`src/rtl/secure_regfile.sv`:
```
// Owner-thread-gated register file with per-entry write locks and a saturating violation counter.
// Latency: one cycle, with ack/err/rdata registered. No backpressure: one request is accepted every cycle req_i=1.
module secure_regfile #(
  parameter int unsigned               DATA_WIDTH = 32,
  parameter int unsigned               NUM_REGS   = 8,
  parameter int unsigned               TID_WIDTH  = 4,
  parameter int unsigned               OWNER_TID  = 0,
  parameter int unsigned               CNT_WIDTH  = 8,
  parameter logic [DATA_WIDTH-1:0]     RESET_VAL  = '0,
  localparam int unsigned              AW         = $clog2(NUM_REGS)
) (
  input  logic                  clk,
  input  logic                  rst_n,
  input  logic                  req_i,
  input  logic                  we_i,
  input  logic                  lock_set_i,
  input  logic [AW-1:0]         addr_i,
  input  logic [TID_WIDTH-1:0]  thread_id_i,
  input  logic [DATA_WIDTH-1:0] wdata_i,
  input  logic                  viol_clr_i,
  output logic [DATA_WIDTH-1:0] rdata_o,
  output logic                  ack_o,
  output logic                  err_o,
  output logic [CNT_WIDTH-1:0]  viol_count_o,
  output logic                  viol_sticky_o
);

  logic [DATA_WIDTH-1:0] mem_q [NUM_REGS];
  logic [NUM_REGS-1:0]   lock_q;
  logic [DATA_WIDTH-1:0] rdata_q, rdata_d;
  logic                  ack_q, err_q;
  logic [CNT_WIDTH-1:0]  cnt_q, cnt_d, cnt_base;
  logic                  sticky_q, sticky_d;

  logic addr_ok, tid_ok, locked, grant, deny;

  // Out-of-range addresses only exist when NUM_REGS is not a power of two.
  if (NUM_REGS == (1 << AW)) begin : g_pow2
    assign addr_ok = 1'b1;
  end else begin : g_npow2
    assign addr_ok = (addr_i < AW'(NUM_REGS));
  end

  assign tid_ok = (thread_id_i == TID_WIDTH'(OWNER_TID));
  assign locked = addr_ok && lock_q[addr_i];
  assign grant  = req_i && tid_ok && addr_ok && !(we_i && locked);
  assign deny   = req_i && !grant;

  always_comb begin
    rdata_d = '0;
    if (grant && !we_i) begin
      rdata_d = mem_q[addr_i];
    end
  end

  // Clear takes effect before a same-cycle denial is counted.
  always_comb begin
    cnt_base = viol_clr_i ? '0 : cnt_q;
    cnt_d    = cnt_base;
    if (deny && (cnt_base != '1)) begin
      cnt_d = cnt_base + CNT_WIDTH'(1);
    end
    sticky_d = (viol_clr_i ? 1'b0 : sticky_q) | deny;
  end

  always_ff @(posedge clk or negedge rst_n) begin
    if (!rst_n) begin
      for (int i = 0; i < int'(NUM_REGS); i++) begin
        mem_q[i] <= RESET_VAL;
      end
      lock_q   <= '0;
      rdata_q  <= '0;
      ack_q    <= 1'b0;
      err_q    <= 1'b0;
      cnt_q    <= '0;
      sticky_q <= 1'b0;
    end else begin
      ack_q    <= req_i;
      err_q    <= deny;
      rdata_q  <= rdata_d;
      cnt_q    <= cnt_d;
      sticky_q <= sticky_d;
      if (grant && we_i) begin
        mem_q[addr_i] <= wdata_i;
      end
      if (grant && lock_set_i) begin
        lock_q[addr_i] <= 1'b1;
      end
    end
  end

  assign rdata_o       = rdata_q;
  assign ack_o         = ack_q;
  assign err_o         = err_q;
  assign viol_count_o  = cnt_q;
  assign viol_sticky_o = sticky_q;

endmodule

```
`config.mk`:
```
export PLATFORM = sky130hd
export DESIGN_NAME = secure_regfile
export DESIGN_NICKNAME = d
export VERILOG_FILES = /design/src/rtl/secure_regfile.sv
export SDC_FILE = /design/constraint.sdc
export NUM_CORES = 1
export LEC_CHECK = 0
export ABC_AREA = 1
export CAP_MARGIN = 0
export CORE_MARGIN = 2
export CORE_UTILIZATION = 30
export DETAILED_ROUTE_END_ITERATION = 12
export GPL_TIMING_DRIVEN = 0
export PLACE_DENSITY = 0.56
export SLEW_MARGIN = 20
export SYNTH_ARGS = -nofsm -noshare
export SYNTH_HDL_FRONTEND = slang
export SYNTH_SLANG_ARGS = --single-unit
```
`constraint.sdc`:
```
create_clock -name clk -period 2.1 [get_ports clk]
set_input_delay 0.42 -clock clk [delete_from_list [all_inputs] [get_ports clk]]
set_output_delay 0.42 -clock clk [all_outputs]
set_load 0.1 [all_outputs]
```
== Yosys cells after proc, flatten, opt, wreduce, memory -nomap -nowiden ==
Cells that the tools add are included.

* Add/sub/neg operators: 1
* Bitwise operators: 3
* Multiply operators: 0
* Muxes and demuxes: 14
* Shift-type cells: 0
* Divide/modulo/power cells: 0
* $lt $le $gt $ge: 4
* Equality and inequality tests: 1
* Reductions and logical operators: 14

{| class="wikitable"
|+ Operators with widths
! kind !! count
|-
| $bwmux W256 || 1
|-
| $mux W32 || 4
|-
| $bmux W32 S3 || 1
|-
| $demux W32 S3 || 1
|-
| $mux W8 || 2
|-
| $logic_and A1 B1 Y1 || 10
|-
| $add A8 B1 Y8 const B || 1
|-
| $ne A8 B8 Y1 const B || 1
|-
| $or A8 B8 Y8 || 1
|-
| $ge A4 B4 Y1 const B || 1
|-
| $logic_not A4 Y1 || 1
|-
| $lt A3 B4 Y1 const B || 1
|-
| $lt A4 B1 Y1 const B || 1
|-
| $not A3 Y4 || 1
|-
| $bmux W1 S3 || 1
|-
| $demux W1 S3 || 1
|-
| $ge A3 B1 Y1 const B || 1
|-
| $logic_not A1 Y1 || 3
|-
| $mux W1 || 3
|-
| $or A1 B1 Y1 || 1
|}

* Bits in registers: 307
* Word-level logic and storage cells: 51
* Output and inout port bits: 43
* ROM bits: 0
* Latch bits: 0
* Input bits: 45
* Memories kept: 0
* Memory bits (writable): 0

== Longest topological paths before layout ==
Gate-level depths: netlist of run 1.

* Depth after elaboration: 9
* Depth in mapped cells: 11
* Depth with buffers taken out: 10

== Worst setup path after synthesis of run 1 ==
Ideal clock, no wire load.

* Path type: reg-to-reg
* Start: reg cnt_q[0] (netlist: viol_count_o[0])
* End: reg cnt_q[0] (netlist: viol_count_o[0])
* Clock period less this slack: 2.276 ns
* Setup time: 0.066 ns
* Path buffers: 0
* Data required time: 2.034 ns
* Path slack: -0.176 ns
* Stages on the path, launching flop included: 10
* Data arrival time: 2.211 ns
* Cells stage by stage: dfrtp_1 > inv_1 > nor2_1 > ha_1 > nand3_1 > nor2_1 > nand2_1 > nand4_1 > nand2_1 > nand2_1

* Cells in the longest elaborated chain, start to end: 4
* Elaborated cells on any way between the ends: 5
* Those cells by class: 1 x add/sub; 1 x eq/ne; 2 x mux; 1 x reduce/logical

{| class="wikitable"
|+ Ends and longest elaborated chain
! what !! line !! source
|-
| start: declaration || 32 || <nowiki>logic [CNT_WIDTH-1:0] cnt_q, cnt_d, cnt_base;</nowiki>
|-
| start signal: assignment || 81 || <nowiki>cnt_q <= cnt_d;</nowiki>
|-
| $mux W8 (*) || 58 || <nowiki>cnt_base = viol_clr_i ? '0 : cnt_q;</nowiki>
|-
| parallel branches: the longest is 2 deep, another holds $add A8 B1 Y8 || n/a ||
|-
| $mux W8 (*) || 60 || <nowiki>if (deny && (cnt_base != '1)) begin</nowiki>
|-
| named net cnt_d[0] || 32 ||
|}

Mark *: on every way through the listed nets, which the timed path passes.
A chain may end at the register's enable or synchronous reset.

== Worst setup path after layout of run 1 ==
* Start: in addr_i[2]
* End: reg rdata_q[31] (netlist: rdata_o[31])

* Cells in the longest elaborated chain, start to end: 7
* Elaborated cells on any way between the ends: 11
* Those cells by class: 6 x mux; 1 x bitwise; 4 x reduce/logical

{| class="wikitable"
|+ Ends and longest elaborated chain
! what !! line !! source
|-
| start: declaration || 17 || <nowiki>input logic [AW-1:0] addr_i,</nowiki>
|-
| $bmux W1 S3 || 45 || <nowiki>assign locked = addr_ok && lock_q[addr_i];</nowiki>
|-
| $mux W1 (implied by the code) || 45 ||
|-
| $logic_and A1 B1 Y1 || 46 || <nowiki>assign grant = req_i && tid_ok && addr_ok && !(we_i && locked);</nowiki>
|-
| $logic_not A1 Y1 || 46 ||
|-
| $logic_and A1 B1 Y1 || 46 ||
|-
| $logic_and A1 B1 Y1 || 51 || <nowiki>if (grant && !we_i) begin</nowiki>
|-
| $mux W32 (*) || 51 ||
|-
| named net rdata_d[31] || 30 || <nowiki>logic [DATA_WIDTH-1:0] rdata_q, rdata_d;</nowiki>
|-
| end signal: assignment || 80 || <nowiki>rdata_q <= rdata_d;</nowiki>
|-
| end: declaration || 30 ||
|}

The timed path passes the listed nets; every way through them passes the cells marked *. The select of a mux whose other input is x is not followed.

==> out/qor.yml, run 1 <==
h-tree-depth: 2
cp-start-kind: "input pin"
finClkSkew_ns: 0.0166
clock_power_share: 0.451
nFillCells: 4220
synth_cells: 1359
fmax_mhz: 480
final_cells: 2050
yosys_warnings: 0
antenna-diode-count: 0
final_common_cell: "nand2_1"
ys_top_cells_by_area: "dfrtp_1 61%, nand2_1 11%, o21ai_1 10%"
max_slew_margin: 0.366
swShare: 0.244
fin_crit_sh: 0.992
avgSynthCellArea_um2: 9.32
seq_area_um2: 7680
crit_path_cell_trace: "clkdlybuf4s50_1 > nor2_1 > nand2_2 > clkbuf_4 > o22ai_1 > nor4_2"
cp_max_fo: 10
crit_type: "in2reg"
status: "finished clean"
ys_seq_area_frac: 0.607
syn_to_final_growth_pct: 23.3
antenna_found_initial: 0
slowest_stage: "clkdlybuf4s50_1"
top_usage_layer: "met2"
grt_pass1_vias: 10652
clock-sinks: 307
cap_violations: 0
netlist_area_um2: 12700
crit_family: "buffers and inverters"
drcViolationCount: 0
place.gp.congestion: 0.818
yosys.area.top_type_share: 0.607
power_frac_seq: 0.477
p_switching_mw: 3.12
clk_latency_ns: 0.52
worst_setup_path_end_kind: "flip-flop"
grt_util_all_layers: 0.200
wl_um: 43500
critPathArrivalTime_ns: 2.46
syn-num-nets: 1405
hold_class: "in2async"
required_ns: 2.47
worst_pin_slew_ns: 0.955
die_y_um: 209
slew_violations: 0
grt_overflow: 0
via_count: 10558
core_area_um2: 41800
wl_per_cell_um: 21.2
cts_tree: "yes"
grt_max_degree: 99
dr.pass1.iters: 5
grtUsageMet3: 0.0417
use_met2: 0.313
ys_types: 34
via_per_inst: 5.15
crit_buf_inv: 2
io_pins: 88
cts_made_buffers: 35
met1_usage: 0.280
clockBufferDepth: 3
peakVddDrop_v: 0.000469
holdWs_ns: 0.393
p_leak_nw: 7.13
nets: 1538
synth_seq_cells: 307
root_buffer: "clkbuf_16"
place_hpwl_um: 27300
drive_above_1_share: 0.150
io_buffers: 84
yosys.area.top_type: "dfrtp_1"
ant_nets: 0
dieArea_um2: 43900
clkTransAtPathRegs_ns: 0.06
grt_pass1_wl_um: 66400
finalHoldViolations: 0
comb_power_share: 0.072
dp_cells: 1985
start_util: 0.303
mostFrequentLayoutCells: "365 x nand2_1, 305 x dfrtp_1, 258 x o21ai_1"
p_int_mw: 9.67
placementRows: 75
dieWidth_um: 209
drt_iter0_markers: 986
rsz0062_at_grt: "yes"
power_density_nw_per_um2: 819
finalSetupViolCount: 0
max_stage_delay_ns: 0.62
multiInputGateArea_um2: 4330
period_needed_ns: 2.08
## power groups by stage
stage          Clock, mW  Sequential (mW)  Combinational [mW]
3_3_place_gp           0             6.21               0.877
6_report            5.76             6.10               0.925
3_5_place_dp           0             6.20               0.907
4_1_cts             5.84             6.10               0.923
5_1_grt             6.11             6.11                1.01
2_1_floorplan          0             6.28               0.389
## area by class of cell
| class | count | area share |
|---|---|---|
| Sequential cell | 307 | 0.492 |
| Multi-Input combinational cell | 888 | 0.277 |
| Timing Repair Buffer | 96 | 0.0652 |
| Clock buffer | 50 | 0.0648 |
| Tap cell | 539 | 0.0432 |
| Buffer | 76 | 0.0329 |
| Inverter | 88 | 0.0213 |
| Clock inverter | 6 | 0.00305 |
## synth_stat cells
cell type  count
nand3b_1       1
xor2_1         1
clkbuf_1      20
nor3_1        24
nand3_4        8
or2_2         28
o21bai_1       1
buf_4          1
o21ai_0       12
o2111ai_1      2
a21oi_1        3
a211oi_1       2
o22ai_1       89
o221ai_1       1
o22a_1         1
nand3_2        2
nand3_1        6
o21ai_1      258
nor2_1        47
inv_4          1
nor2_8         1
buf_1          3
dfrtp_1      307
nor2_2         2
nand2_1      367
nor2_4         2
nand4_1       18
buf_2         52
nor4_1         8
ha_1           1
nor3_2         1
inv_1         82
inv_2          5
xnor2_1        2
## sequential cells by signal, summed over array words and instances (netlist names)
name           cells
rdata_o           32
err_o              1
viol_sticky_o      1
viol_count_o       8
ack_o              1
lock_q             8
mem_q            256
## path summary, 6_finish.rpt
path / startpoint / end / slack [ns] / depth (start not counted)
min in group clk: viol_clr_i / viol_sticky_o$_DFF_PN0_ / 0.40 / 4
worst min-delay path: rst_n / viol_count_o[5]$_DFF_PN0_ / 0.39 / 2
worst max-delay path: addr_i[2] / rdata_o[31]$_DFF_PN0_ / 0.02 / 6
worst max register to register: lock_q[1]$_DFFE_PN0P_ / mem_q[73]$_DFFE_PN0P_ / 0.27 / 10
worst min register to register: lock_q[2]$_DFFE_PN0P_ / lock_q[2]$_DFFE_PN0P_ / 0.45 / 2
max in group asynchronous: rst_n / mem_q[127]$_DFFE_PN0P_ / 0.49 / 4
## metrics by stage
step	util	setup slack, ns	power (mW)	instance area [um^2]	setup TNS, ns
2_1_floorplan	-	0.0656	6.67	12700	0
3_3_place_gp	0.340	-14.14	7.09	14200	-4226.74
3_5_place_dp	0.342	-1.53	7.11	14300	-240.53
4_1_cts	0.373	0.00163	12.9	15600	0
5_1_grt	0.374	-0.0117	13.2	15600	-0.0218
6_report	0.374	0.0167	12.8	15600	0
## layer usage
layer | part of all wire | wire [um]
met5 | 0 | 0
met4 | 0.032 | 1380
met3 | 0.074 | 3240
met2 | 0.45 | 19600
met1 | 0.44 | 19300
## timing repair
| action | in CTS | in global routing |
|---|---|---|
| setup buffers | 6 | 2 |
| hold buffers | 1 | 0 |
| endpoints found under the hold margin | 39 | 0 |
| pin swaps | 3 | 2 |
| resized for setup | 185 | 24 |
| setup endpoints to repair | 347 | 224 |
## logic make-up after synthesis
kind of cell / count (synthesis) / share of synthesized area
buffers and inverters: 164 / 0.0542
flip-flops: 307 / 0.607
AO/OA/AOI/OAI: 369 / 0.156
XOR/XNOR: 3 / 0.00208
adder cells (fa/ha/maj): 1 / 0.000988
AND/OR/NAND/NOR: 515 / 0.180
Power figures use the tool's default switching activity.
==> run 2, diff against run 1 <==
--- a/config.mk
+++ b/config.mk
@@ -5,13 +5,12 @@
 export SDC_FILE = /design/constraint.sdc
 export NUM_CORES = 1
 export LEC_CHECK = 0
-export ABC_AREA = 1
 export CAP_MARGIN = 0
 export CORE_MARGIN = 2
-export CORE_UTILIZATION = 30
+export CORE_UTILIZATION = 47
 export DETAILED_ROUTE_END_ITERATION = 12
 export GPL_TIMING_DRIVEN = 0
-export PLACE_DENSITY = 0.56
+export PLACE_DENSITY = 0.76
 export SLEW_MARGIN = 20
 export SYNTH_ARGS = -nofsm -noshare
 export SYNTH_HDL_FRONTEND = slang
==> run 2 against run 1 <==
Effect of this change: the flow now finishes with violations (setup timing); final cell count down 28%; die area down 33%; register-to-register slack worse by 0.32 ns.
==> out/qor.yml, run 2 <==
crit_type: "reg2reg"
violations: "setup timing"
nets: 1121  # -27%
grt_pass1_wl_um: 55200  # -17%
crit_path_cell_trace: "mux2i_1 > o21ai_0 > nand2_1 > nand4_4 > nor2_4 > buf_6 > buf_8 > mux2_1"
ant_nets: 0  # unchanged
largest-register: "mem_q"
fin_ws_ns: -0.0542  # -0.0709 ns
p_int_mw: 9.67  # about the same
root_buffer: "clkbuf_16"
setup-tns-final_ns: -0.891  # -0.891 ns
rsz0062_at_grt: "yes"
clock-sinks: 307  # unchanged
via_per_inst: 5.99  # +16%
avgSynthCellArea_um2: 14.2  # +53%
final_cells: 1476  # -28%
antenna-diode-count: 0  # unchanged
finClkSkew_ns: 0.0110  # -0.00563 ns
cp-start-kind: "flip-flop"
synth_edf_count: 0  # unchanged
io_pins: 88  # unchanged
dieWidth_um: 171  # -18%
dr.pass1.iters: 5  # unchanged
holdWs_ns: 0.344  # -0.0489 ns
synth.most_common_cell: "dfrtp_1"
cap_violations: 0  # unchanged
place_hpwl_um: 22000  # -20%
comb_power_share: 0.088  # +0.016
h-tree-depth: 1  # -1
ys_seq_area_frac: 0.583  # -0.0238
grt_overflow: 0  # unchanged
dp_cells: 1393  # -30%
finalCoreUtilization: 0.587  # +0.213
ys_top_cells_by_area: "dfrtp_1 58%, mux2_2 13%, mux2_1 7.2%"
required_ns: 2.55  # +0.08 ns
max_slew_margin: 0.510  # +0.144
yosys.area.top_type: "dfrtp_1"
power_density_nw_per_um2: 786  # -4.0%
antenna_found_initial: 0  # unchanged
wl_per_cell_um: 24.7  # +16%
grt_max_degree: 101  # +2.0%
clk_latency_ns: 0.57  # +0.05 ns
hold_class: "in2async"
synth_seq_cells: 307  # unchanged
cts_made_buffers: 30  # -14%
total_power_mw: 12.8  # about the same
via_count: 8840  # -16%
finalSetupViolCount: 46  # +46
fmax_mhz: 464  # -3.3%
core_area_um2: 27700  # -34%
syn-num-nets: 971  # -31%
drt_iter0_markers: 835  # -15%
finalHoldViolations: 0  # unchanged
clkTransAtPathRegs_ns: 0.07  # about the same
synthTopCellsByCount: "307 x dfrtp_1, 155 x mux2_2, 84 x mux2_1"
drcViolationCount: 0  # unchanged
status: "finished, violations left"
largest_reg_flops: 256  # unchanged
p_leak_nw: 7.78  # +9.1%
grt_pass1_vias: 9323  # -12%
worst_setup_path_end_kind: "flip-flop"
period_needed_ns: 2.15  # +0.0709 ns
clockBufferDepth: 3  # unchanged
final_common_cell: "dfrtp_1"
async_flop_share: 1.00  # unchanged
mostFrequentLayoutCells: "303 x dfrtp_1, 143 x mux2_2, 70 x mux2_1"
clock_power_share: 0.420  # -0.031
swShare: 0.243  # -0.000982
start_util: 0.476  # +0.172
syn_to_final_growth_pct: 23.3  # about the same
dieArea_um2: 29400  # -33%
slowest_stage: "dfrtp_1"
cts_tree: "yes"
wl_um: 36400  # -16%
worst_pin_slew_ns: 0.735  # -0.220 ns
peakVddDrop_v: 0.000704  # +50%
slew_violations: 0  # unchanged
synth_cells: 925  # -32%
drive_above_1_share: 0.377  # +0.227
max_stage_delay_ns: 0.38  # -0.24 ns
ys_types: 53  # +56%
yosys.area.top_type_share: 0.583  # -0.0238
cp_max_fo: 5  # -5
die_y_um: 171  # -18%
placementRows: 61  # -19%
power_frac_seq: 0.492  # +0.015
synthFlopType: "dfrtp_1"
place.gp.congestion: 0.901  # +10%
critPathArrivalTime_ns: 2.60  # +0.14 ns
p_switching_mw: 3.10  # -0.49%
grt_util_all_layers: 0.250  # +0.0502
fin_crit_sh: 1.03  # +0.0337
netlist_area_um2: 13200  # +4.1%
io_buffers: 87  # +3.6%
yosys_warnings: 0  # unchanged
[run 2: metrics by stage]
stage          cell area [um^2]  setup slack (ns)
2_1_floorplan             13200            0.0171
3_3_place_gp              14500            -14.45
3_5_place_dp              14600             -1.38
4_1_cts                   16000            0.0197
5_1_grt                   16300            -0.187
6_report                  16300           -0.0542
[run 2: cell families after synthesis]
group / Yosys count / share of synthesized area
flops: 307 / 0.583
xor+xnor: 5 / 0.00332
mux: 283 / 0.253
buf+inv: 69 / 0.0329
simple gates: 114 / 0.0486
compound gates: 146 / 0.0785
fa+ha+maj: 1 / 0.000949
[run 2: area by class of cell]
cell class / count / area [um^2]
plain buffers: 59 / 517
flip-flops and latches: 307 / 7690
clock buffers: 42 / 887
multi-input cells: 549 / 5210
inverters: 6 / 23.8
fillers: 2163 / 11500
clock inverters: 13 / 90.1
repair buffers: 122 / 1360
well taps: 378 / 473
[run 2: final timing paths]
path | cells past startpoint | slack, ns | from | end
setup / recovery | 8 | -0.05 | lock_q[6]$_DFFE_PN0P_ | mem_q[140]$_DFFE_PN0P_
setup reg to reg | 8 | -0.05 | lock_q[6]$_DFFE_PN0P_ | mem_q[140]$_DFFE_PN0P_
hold / removal | 2 | 0.34 | rst_n | viol_count_o[4]$_DFF_PN0_
min in group clk | 3 | 0.39 | viol_clr_i | viol_sticky_o$_DFF_PN0_
hold reg to reg | 2 | 0.46 | lock_q[7]$_DFFE_PN0P_ | lock_q[7]$_DFFE_PN0P_
max in group asynchronous | 4 | 0.55 | rst_n | rdata_o[23]$_DFF_PN0_
[run 2: what timing repair did]
action                                  4_1_cts  5_1_grt
hold endpoints to repair                     46        0
cloned                                        2        3
resized for setup                           190       46
endpoints found under the setup margin      343      203
hold buffers                                  1        0
pin swaps                                     8        5
setup buffers                                18        9
[run 2: critical path, delay by kind of cell (launching register included)]
| kind | cells | cell delay (ns) |
|---|---|---|
| simple gates | 3 | 0.71 |
| buf+inv | 2 | 0.32 |
| compound gates | 1 | 0.12 |
| mux | 2 | 0.49 |
| flops | 1 | 0.38 |
[run 2: routing by layer]
metal | wire length, um | part of all wire | vias to the layer above | GRT usage
met5 | 0 | 0 | - | 0
met4 | 1190 | 0.033 | 0 | 0.0888
met3 | 2910 | 0.080 | 91 | 0.0541
met2 | 17000 | 0.47 | 358 | 0.403
met1 | 15200 | 0.42 | 4634 | 0.336
li1 | - | - | 3757 | -
[run 2: power by group through the flow]
stage,clock (mW),combinational [mW],sequential (mW)
detailed placement,0,1.07,6.39
CTS,5.39,1.09,6.29
global placement,0,1.02,6.39
finish,5.36,1.13,6.29
global route,5.67,1.21,6.31
floorplan,0,0.484,6.46
